--- src/rtl/seg7_pkg.sv ---
// Shared seven-segment definitions: segment bit positions, the hex glyph table
// and the capture FSM state encoding.
package seg7_pkg;

  localparam int SEG_A = 0;
  localparam int SEG_B = 1;
  localparam int SEG_C = 2;
  localparam int SEG_D = 3;
  localparam int SEG_E = 4;
  localparam int SEG_F = 5;
  localparam int SEG_G = 6;
  localparam int SEG_W = 7;

  typedef logic [SEG_W-1:0] seg_t;

  localparam seg_t SEG_BLANK = 7'h00;

  // Indexed by digit value; entry 15 is listed first in the concatenation.
  localparam logic [15:0][SEG_W-1:0] DIGIT_SEGS = {
    7'h71, 7'h79, 7'h5E, 7'h39, 7'h7C, 7'h77, 7'h6F, 7'h7F,
    7'h07, 7'h7D, 7'h6D, 7'h66, 7'h4F, 7'h5B, 7'h06, 7'h3F
  };

  typedef enum logic [1:0] {
    ST_UNLOCKED = 2'd0,
    ST_SETTLING = 2'd1,
    ST_LOCKED   = 2'd2
  } cap_state_e;

endpackage

--- src/rtl/seg7_to_hex.sv ---
// Combinational reverse lookup from a normalized segment pattern to a hex digit;
// ok_o is low for any pattern that is not one of the sixteen glyphs.
module seg7_to_hex
  import seg7_pkg::*;
(
  input  logic [6:0] pattern_i,
  output logic [3:0] digit_o,
  output logic       ok_o
);

  // NOTE: every output gets a default before the search loop so no path leaves
  // it unassigned, which would otherwise infer a latch.
  always_comb begin
    digit_o = 4'h0;
    ok_o    = 1'b0;
    for (int i = 0; i < 16; i++) begin
      if (pattern_i == DIGIT_SEGS[i]) begin
        digit_o = 4'(i);
        ok_o    = 1'b1;
      end
    end
  end

endmodule

--- src/rtl/seg7_capture.sv ---
// Captures the digit shown on an asynchronous seven-segment bus: synchronizes,
// debounces over STABLE_CYCLES, decodes, and flags out-of-sequence digits.
module seg7_capture
  import seg7_pkg::*;
#(
  parameter int unsigned STABLE_CYCLES = 16,
  parameter bit          ACTIVE_LOW    = 1'b1
) (
  input  logic       clk,
  input  logic       rst_n,
  input  logic [6:0] seg_in,
  output logic [3:0] value,
  output logic       valid,
  output logic       invalid_pattern,
  output logic       update,
  output logic       step_err,
  output logic [7:0] err_count
);

  localparam seg_t        INV_MASK   = ACTIVE_LOW ? 7'h7F : 7'h00;
  localparam logic [15:0] STABLE_MAX = 16'(STABLE_CYCLES);

  seg_t        sync1_q, sync2_q, p_prev_q;
  seg_t        acc_q, acc_d;
  logic        have_acc_q, have_acc_d;
  logic [15:0] cnt_q, cnt_d;
  cap_state_e  state_q, state_d;
  logic [3:0]  value_q, value_d;
  logic        valid_q, valid_d;
  logic        invalid_q, invalid_d;
  logic        update_q, update_d;
  logic        step_err_q, step_err_d;
  logic [7:0]  err_count_q, err_count_d;

  seg_t       p;
  logic [3:0] dec_digit;
  logic       dec_ok;
  logic [3:0] next_value;
  logic       accept;

  assign p          = sync2_q ^ INV_MASK;
  assign next_value = value_q + 4'd1;

  seg7_to_hex u_to_hex (
    .pattern_i (p),
    .digit_o   (dec_digit),
    .ok_o      (dec_ok)
  );

  always_comb begin
    state_d     = state_q;
    cnt_d       = cnt_q;
    have_acc_d  = have_acc_q;
    acc_d       = acc_q;
    value_d     = value_q;
    valid_d     = valid_q;
    invalid_d   = invalid_q;
    err_count_d = err_count_q;
    update_d    = 1'b0;
    step_err_d  = 1'b0;
    accept      = 1'b0;

    if (p != p_prev_q) begin
      state_d = ST_SETTLING;
      cnt_d   = '0;
    end else if (state_q == ST_SETTLING) begin
      cnt_d = cnt_q + 16'd1;
      if (cnt_d == STABLE_MAX) begin
        state_d = ST_LOCKED;
        accept  = 1'b1;
      end
    end

    // Re-accepting the pattern already on display is a glitch that settled back.
    if (accept && !(have_acc_q && p == acc_q)) begin
      have_acc_d = 1'b1;
      acc_d      = p;
      update_d   = 1'b1;
      if (dec_ok) begin
        step_err_d = valid_q && (dec_digit != next_value);
        value_d    = dec_digit;
        valid_d    = 1'b1;
        invalid_d  = 1'b0;
      end else begin
        valid_d   = 1'b0;
        invalid_d = 1'b1;
      end
    end

    if (step_err_d && err_count_q != 8'hFF) begin
      err_count_d = err_count_q + 8'd1;
    end
  end

  // NOTE: sequential state uses non-blocking assignments only, so every flop
  // samples pre-edge values regardless of statement order. The synchronizer
  // flops are reset too, to the raw level that normalizes to a blank display.
  always_ff @(posedge clk) begin
    if (!rst_n) begin
      sync1_q     <= INV_MASK;
      sync2_q     <= INV_MASK;
      p_prev_q    <= SEG_BLANK;
      acc_q       <= SEG_BLANK;
      have_acc_q  <= 1'b0;
      cnt_q       <= '0;
      state_q     <= ST_UNLOCKED;
      value_q     <= 4'h0;
      valid_q     <= 1'b0;
      invalid_q   <= 1'b0;
      update_q    <= 1'b0;
      step_err_q  <= 1'b0;
      err_count_q <= 8'h00;
    end else begin
      sync1_q     <= seg_in;
      sync2_q     <= sync1_q;
      p_prev_q    <= p;
      acc_q       <= acc_d;
      have_acc_q  <= have_acc_d;
      cnt_q       <= cnt_d;
      state_q     <= state_d;
      value_q     <= value_d;
      valid_q     <= valid_d;
      invalid_q   <= invalid_d;
      update_q    <= update_d;
      step_err_q  <= step_err_d;
      err_count_q <= err_count_d;
    end
  end

  assign value           = value_q;
  assign valid           = valid_q;
  assign invalid_pattern = invalid_q;
  assign update          = update_q;
  assign step_err        = step_err_q;
  assign err_count       = err_count_q;

endmodule

--- config.mk ---
export PLATFORM = sky130hd
export DESIGN_NAME = seg7_capture
export DESIGN_NICKNAME = d
export VERILOG_FILES = /design/src/rtl/seg7_pkg.sv /design/src/rtl/seg7_to_hex.sv /design/src/rtl/seg7_capture.sv
export SDC_FILE = /design/constraint.sdc
export NUM_CORES = 1
export LEC_CHECK = 0
export ABC_CLOCK_PERIOD_IN_PS = 2500
export BUFFER_PORTS_ARGS = -buffer_cell sky130_fd_sc_hd__buf_2
export CAP_MARGIN = 30
export CORE_ASPECT_RATIO = 1.25
export CORE_MARGIN = 2
export CORE_UTILIZATION = 25
export DETAILED_ROUTE_END_ITERATION = 7
export PLACE_DENSITY_LB_ADDON = 0.08
export SKIP_CTS_REPAIR_TIMING = 1
export SYNTH_ARGS = -nofsm -noshare
export SYNTH_HDL_FRONTEND = slang
export SYNTH_SLANG_ARGS = --single-unit
--- constraint.sdc ---
create_clock -name clk -period 2.5 [get_ports clk]
set_input_delay 0.25 -clock clk [delete_from_list [all_inputs] [get_ports clk]]
set_output_delay 0.25 -clock clk [all_outputs]
set_load 0.01 [all_outputs]
-- Yosys cells after proc, flatten, opt, wreduce, memory -nomap -nowiden
Cells that the tools add are included.
- bits in read-only memories: 0
- logic and storage cells: 94
- latch bits: 0
- memory bits (writable): 0
- flip-flop bits (word level): 63
- bits of input ports: 9
- memories: 0
- bitwise operators: 2
- $lt $le $gt $ge: 0
- $mul: 0
- div/mod/pow operators: 0
- multiplexer cells: 42
- reductions and logical operators: 11
- shifts and indexed selects: 0
- eq/ne operators: 22
- $add $sub $neg: 3
- operators with widths (kind ; count):
    $eq 7x7->1 const B ; 12
    $mux 4 ; 8
    $mux 1 ; 28
    $add 16x1->16 const B ; 1
    $eq 16x5->1 const B ; 1
    $eq 7x3->1 const B ; 2
    $eq 7x6->1 const B ; 2
    $mux 3 ; 4
    $add 8x1->8 const B ; 1
    $ne 8x8->1 const B ; 1
    $eq 7x7->1 ; 1
    $ne 7x7->1 ; 1
    $not 7->7 ; 1
    $reduce_and 2->1 ; 3
    $add 4x1->4 const B ; 1
    $logic_and 1x1->1 ; 4
    $mux 2 ; 2
    $ne 4x4->1 ; 1
    $reduce_bool 2->1 ; 2
    $eq 2x1->1 const B ; 1
    $reduce_or 2->1 ; 1
    $logic_not 1->1 ; 1
    $not 1->1 ; 1

-- Logic depth before layout (Yosys ltp)
- word-level depth: 22
- gate-level depth with buffers: 10

-- Hierarchy
Synthesis repeated with hierarchy kept, for this count alone.
- cell total of the unflattened synthesis: 385
- area, all modules: 3414.5 µm²
- modules (own cells, without submodules) (module ; instances ; cells an instance ; sequential area each (µm²) ; area each (µm²)):
    seg7_capture ; 1 ; 324 ; 1261.2 ; 2999.1
    seg7_to_hex ; 1 ; 61 ; 0.0 ; 415.4

-- Worst setup path after synthesis
OpenSTA, ideal clock, no wires.
- kind: register to register
- start: reg cnt_q[0]
- end: reg err_count_q[0] (netlist: err_count[0])
- buffers on the path: 1
- arrival time: 2.540 ns
- setup time: 0.071 ns
- required time: 2.429 ns
- cell stages (with the launch flop): 10
- setup slack: -0.110 ns
- cells stage by stage: dfxtp_1 -> ha_1 -> nand3_1 -> nor4_1 -> o2111a_1 -> o22ai_1 -> or4b_1 -> buf_2 -> or4_1 -> a21oi_1
- longest elaborated chain between the ends: 8
- ends and longest elaborated chain (what ; RTL line ; RTL):
    start, declared ; seg7_capture.sv:26 ; logic [15:0] cnt_q, cnt_d;
    start signal, assigned ; seg7_capture.sv:119 ; cnt_q <= cnt_d;
    $add 16x1->16 ; seg7_capture.sv:67 ; cnt_d = cnt_q + 16'd1;
    $eq 16x5->1 ; seg7_capture.sv:68 ; if (cnt_d == STABLE_MAX) begin
    $mux 1 ; seg7_capture.sv:68 ;
    $mux 1 ; seg7_capture.sv:66 ; end else if (state_q == ST_SETTLING) begin
    $mux 1 ; seg7_capture.sv:63 ; if (p != p_prev_q) begin
    $logic_and 1x1->1 ; seg7_capture.sv:75 ; if (accept && !(have_acc_q && p == acc_q)) begin
    $mux 1 ; seg7_capture.sv:75 ;
    $logic_and 1x1->1 ; seg7_capture.sv:90 ; if (step_err_d && err_count_q != 8'hFF) begin
    end signal, assigned ; seg7_capture.sv:126 ; err_count_q <= err_count_d;
    end, declared ; seg7_capture.sv:33 ; logic [7:0] err_count_q, err_count_d;
Every way passes these cells.
A chain may end at the register's enable or synchronous reset.

-- Worst setup path in the final report
- start: reg cnt_q[1]
- end: reg err_count_q[2] (netlist: err_count[2])
The elaborated chain is that of the path after synthesis.

==> impl_metrics.yaml <==
status:
  outcome: "finished, violations left"
  violations: "setup timing"
grt:
  grt_max_degree: 26
  antenna_found_initial: 0
  grt_pass1_wl_microns: 15000
  grtUsageTotal: 0.135
  grt_pass1_vias: 2994
  grt-ovfl-total: 0
timing:
  hold_slack_ns: 0.0964
  worst_clock_skew_ns: 0.00693
  worst_pin_slew_ns: 0.621
  relSlewSlack: 0.582
  setup_viol: 6
  grt_setup_unrepaired: "true"
  fin_crit_sh: 1.06
  fin_crit_ns: 2.66
  drv_slew: 0
  fmax_mhz: 376
  fin_setup_tns_ns: -0.468
  hold_viol_final: 0
  fin_ws_ns: -0.162
worst_setup_path:
  start_kind: "flip-flop"
  critPathMaxStageDelay_ns: 0.61
  slowest_stage: "or4b_4"
  critical_path.cell_chain: "ha_4 -> nand3_4 -> nor3_4 -> nor4_1 -> o22ai_4 -> or4b_4 -> or4_4 -> a21oi_2"
  worstSetupEndpointType: "flip-flop"
  cp_data_arrival_time_ns: 2.92
  crit_type: "flip-flop to flip-flop"
  cp_max_fo: 7
  worst_ep_required_time_ns: 2.76
  worstRegToRegCells: 8
synth:
  synth.avg_cell_area_sq_um: 8.44
  ys_seq_area_frac: 0.374
  synth-seq-cells: 63
  synth_cells: 399
  netlist_area_sq_mm: 0.00337
  ys_top_cells_by_area: "dfxtp_1 37%, xor2_1 6.0%, mux2i_1 4.8%"
  async_reset_ff_frac: 0
  synth.distinct_cells: 64
  synth_top_area_frac: 0.374
  synth_fp_nets: 412
  ys_warn_count: 0
  synth_top_area_cell: "dfxtp_1"
  synth_ff_type: "dfxtp_1"
  synth_edf_count: 0
die:
  die_x_microns: 108
  initial_core_util: 0.255
  die_h_microns: 134
  die-area_sq_mm: 0.0144
  core_area_sq_mm: 0.0132
  rows: 47
  io_pins: 25
cells_and_area:
  post-route-util: 0.338
  num-nets-final: 475
  layout_common_cells: "55 x dfxtp_1, 54 x buf_4, 41 x nor2_1, 36 x nand2_1, 24 x buf_2"
  fin_cells: 638
  ff_latch_area_sq_mm: 0.00127
  diodes: 0
  fin_area_sq_mm: 0.00448
  fillCellCount: 1399
  drive_gt1_frac: 0.296
  area_growth_pct: 32.9
  final_common_cell: "dfxtp_1"
  multiInputGateArea_sq_mm: 0.00208
drt:
  remaining_drc_errors: 0
  wl_microns: 9120
  antenna_left: 0
  drtIter0Drc: 132
  drt_first_pass_iters: 4
  vias_per_cell: 4.68
  avgRoutedWirePerCell_microns: 14.3
  route.vias.total: 2986
pwr:
  pwr-share-seq: 0.427
  sw_frac_of_total: 0.225
  intPower_mw: 1.88
  p_sw_mw: 0.545
  power_leakage_nw: 1.76
  peakVddDrop_uv: 393
  power_frac_comb: 0.061
  p_total_mw: 2.42
  pwr-share-clk: 0.512
  power_density_mw_per_mm2: 541
clocking:
  cts_tree: "built"
  cts_sinks: 63
  cts_root_buf: "clkbuf_16"
  cts_max_path_buffers: 2
  path_clk_slew_ns: 0.06
  cts_buffers: 9
  cts_max_level: 3
  insertion_delay_ns: 0.33
placement:
  io_buffer_count: 24
  gp_congestion: 0.779
  place_ws_ns: -0.244
  dp_cells: 616
  dpl-instance-area_sq_mm: 0.00399
  place_hpwl_microns: 6630
flow_run:
  drv_cap: 0
min_path:
  holdPathStages: 2
  hp-class: "input port to flip-flop"
[Yosys cell counts (5+ instances only)]
cell type,count
a21oi_1,15
buf_2,9
buf_4,6
clkbuf_1,9
dfxtp_1,63
inv_1,11
mux2i_1,16
nand2_1,36
nand2b_1,23
nand3_1,14
nand4_1,10
nor2_1,42
nor2b_1,5
nor3_1,5
nor4_1,8
nor4b_1,6
o21ai_0,10
xnor2_1,9
xor2_1,23
[final cells by class]
| class | instances | share of cell area |
|---|---|---|
| inverter | 12 | 0.0101 |
| multi-input combinational | 295 | 0.466 |
| tap | 171 | 0.0478 |
| clock buffer | 12 | 0.0551 |
| timing repair buffer | 81 | 0.127 |
| sequential | 63 | 0.285 |
| clock inverter | 4 | 0.0101 |
[sequential cells by signal (all words and copies together), names as in the netlist, 2 cells and up]
| name | flops |
|---|---|
| state_q | 2 |
| acc_q | 7 |
| err_count | 8 |
| sync1_q | 7 |
| value | 4 |
| sync2_q | 7 |
| cnt_q | 16 |
| p_prev_q | 7 |
[kinds of logic (layout without fill, tap and decap cells)]
| kind of cell | Yosys count | after routing | share of synthesized area |
|---|---|---|---|
| AND/OR/NAND/NOR | 185 | 185 | 0.304 |
| XOR/XNOR | 32 | 32 | 0.0832 |
| adder cells (fa/ha/maj) | 4 | 4 | 0.0149 |
| buffers and inverters | 41 | 109 | 0.0583 |
| flip-flops | 63 | 63 | 0.374 |
| AO/OA/AOI/OAI | 57 | 57 | 0.114 |
| multiplexers | 17 | 17 | 0.0509 |
[worst paths after layout]
check / start / to / slack [ns]
hold / removal: seg_in[1] / sync1_q[1]$_SDFF_PN1_ / 0.1
setup reg to reg: cnt_q[1]$_SDFFE_PP0N_ / err_count[2]$_SDFFE_PN0P_ / -0.16
setup / recovery: cnt_q[1]$_SDFFE_PP0N_ / err_count[2]$_SDFFE_PN0P_ / -0.16
hold reg to reg: sync1_q[4]$_SDFF_PN1_ / sync2_q[4]$_SDFF_PN1_ / 0.41
[worst max-delay path: cells and delay by family (launching register included)]
family | cells | cell delay [ns]
adders and majority gates | 1 | 0.19
AOI/OAI and AO/OA | 2 | 0.28
and+or+nand+nor | 5 | 1.77
DFF | 1 | 0.36
[power by group through the flow]
stage | clock, mW | combinational [mW] | sequential, mW
2_1_floorplan | 0 | 0.0904 | 1.05
3_3_place_gp | 0 | 0.145 | 1.06
3_5_place_dp | 0 | 0.143 | 1.06
4_1_cts | 1.28 | 0.144 | 1.03
5_1_grt | 1.33 | 0.164 | 1.04
6_report | 1.24 | 0.147 | 1.03
[per-layer routing]
layer | track usage | up-vias | wire length (microns)
met5 | 0 | - | 0
met4 | 0.0584 | 0 | 204
met3 | 0.0311 | 19 | 228
met2 | 0.241 | 35 | 4850
met1 | 0.151 | 1407 | 3840
li1 | - | 1525 | -
Power figures use the tool's default switching activity.
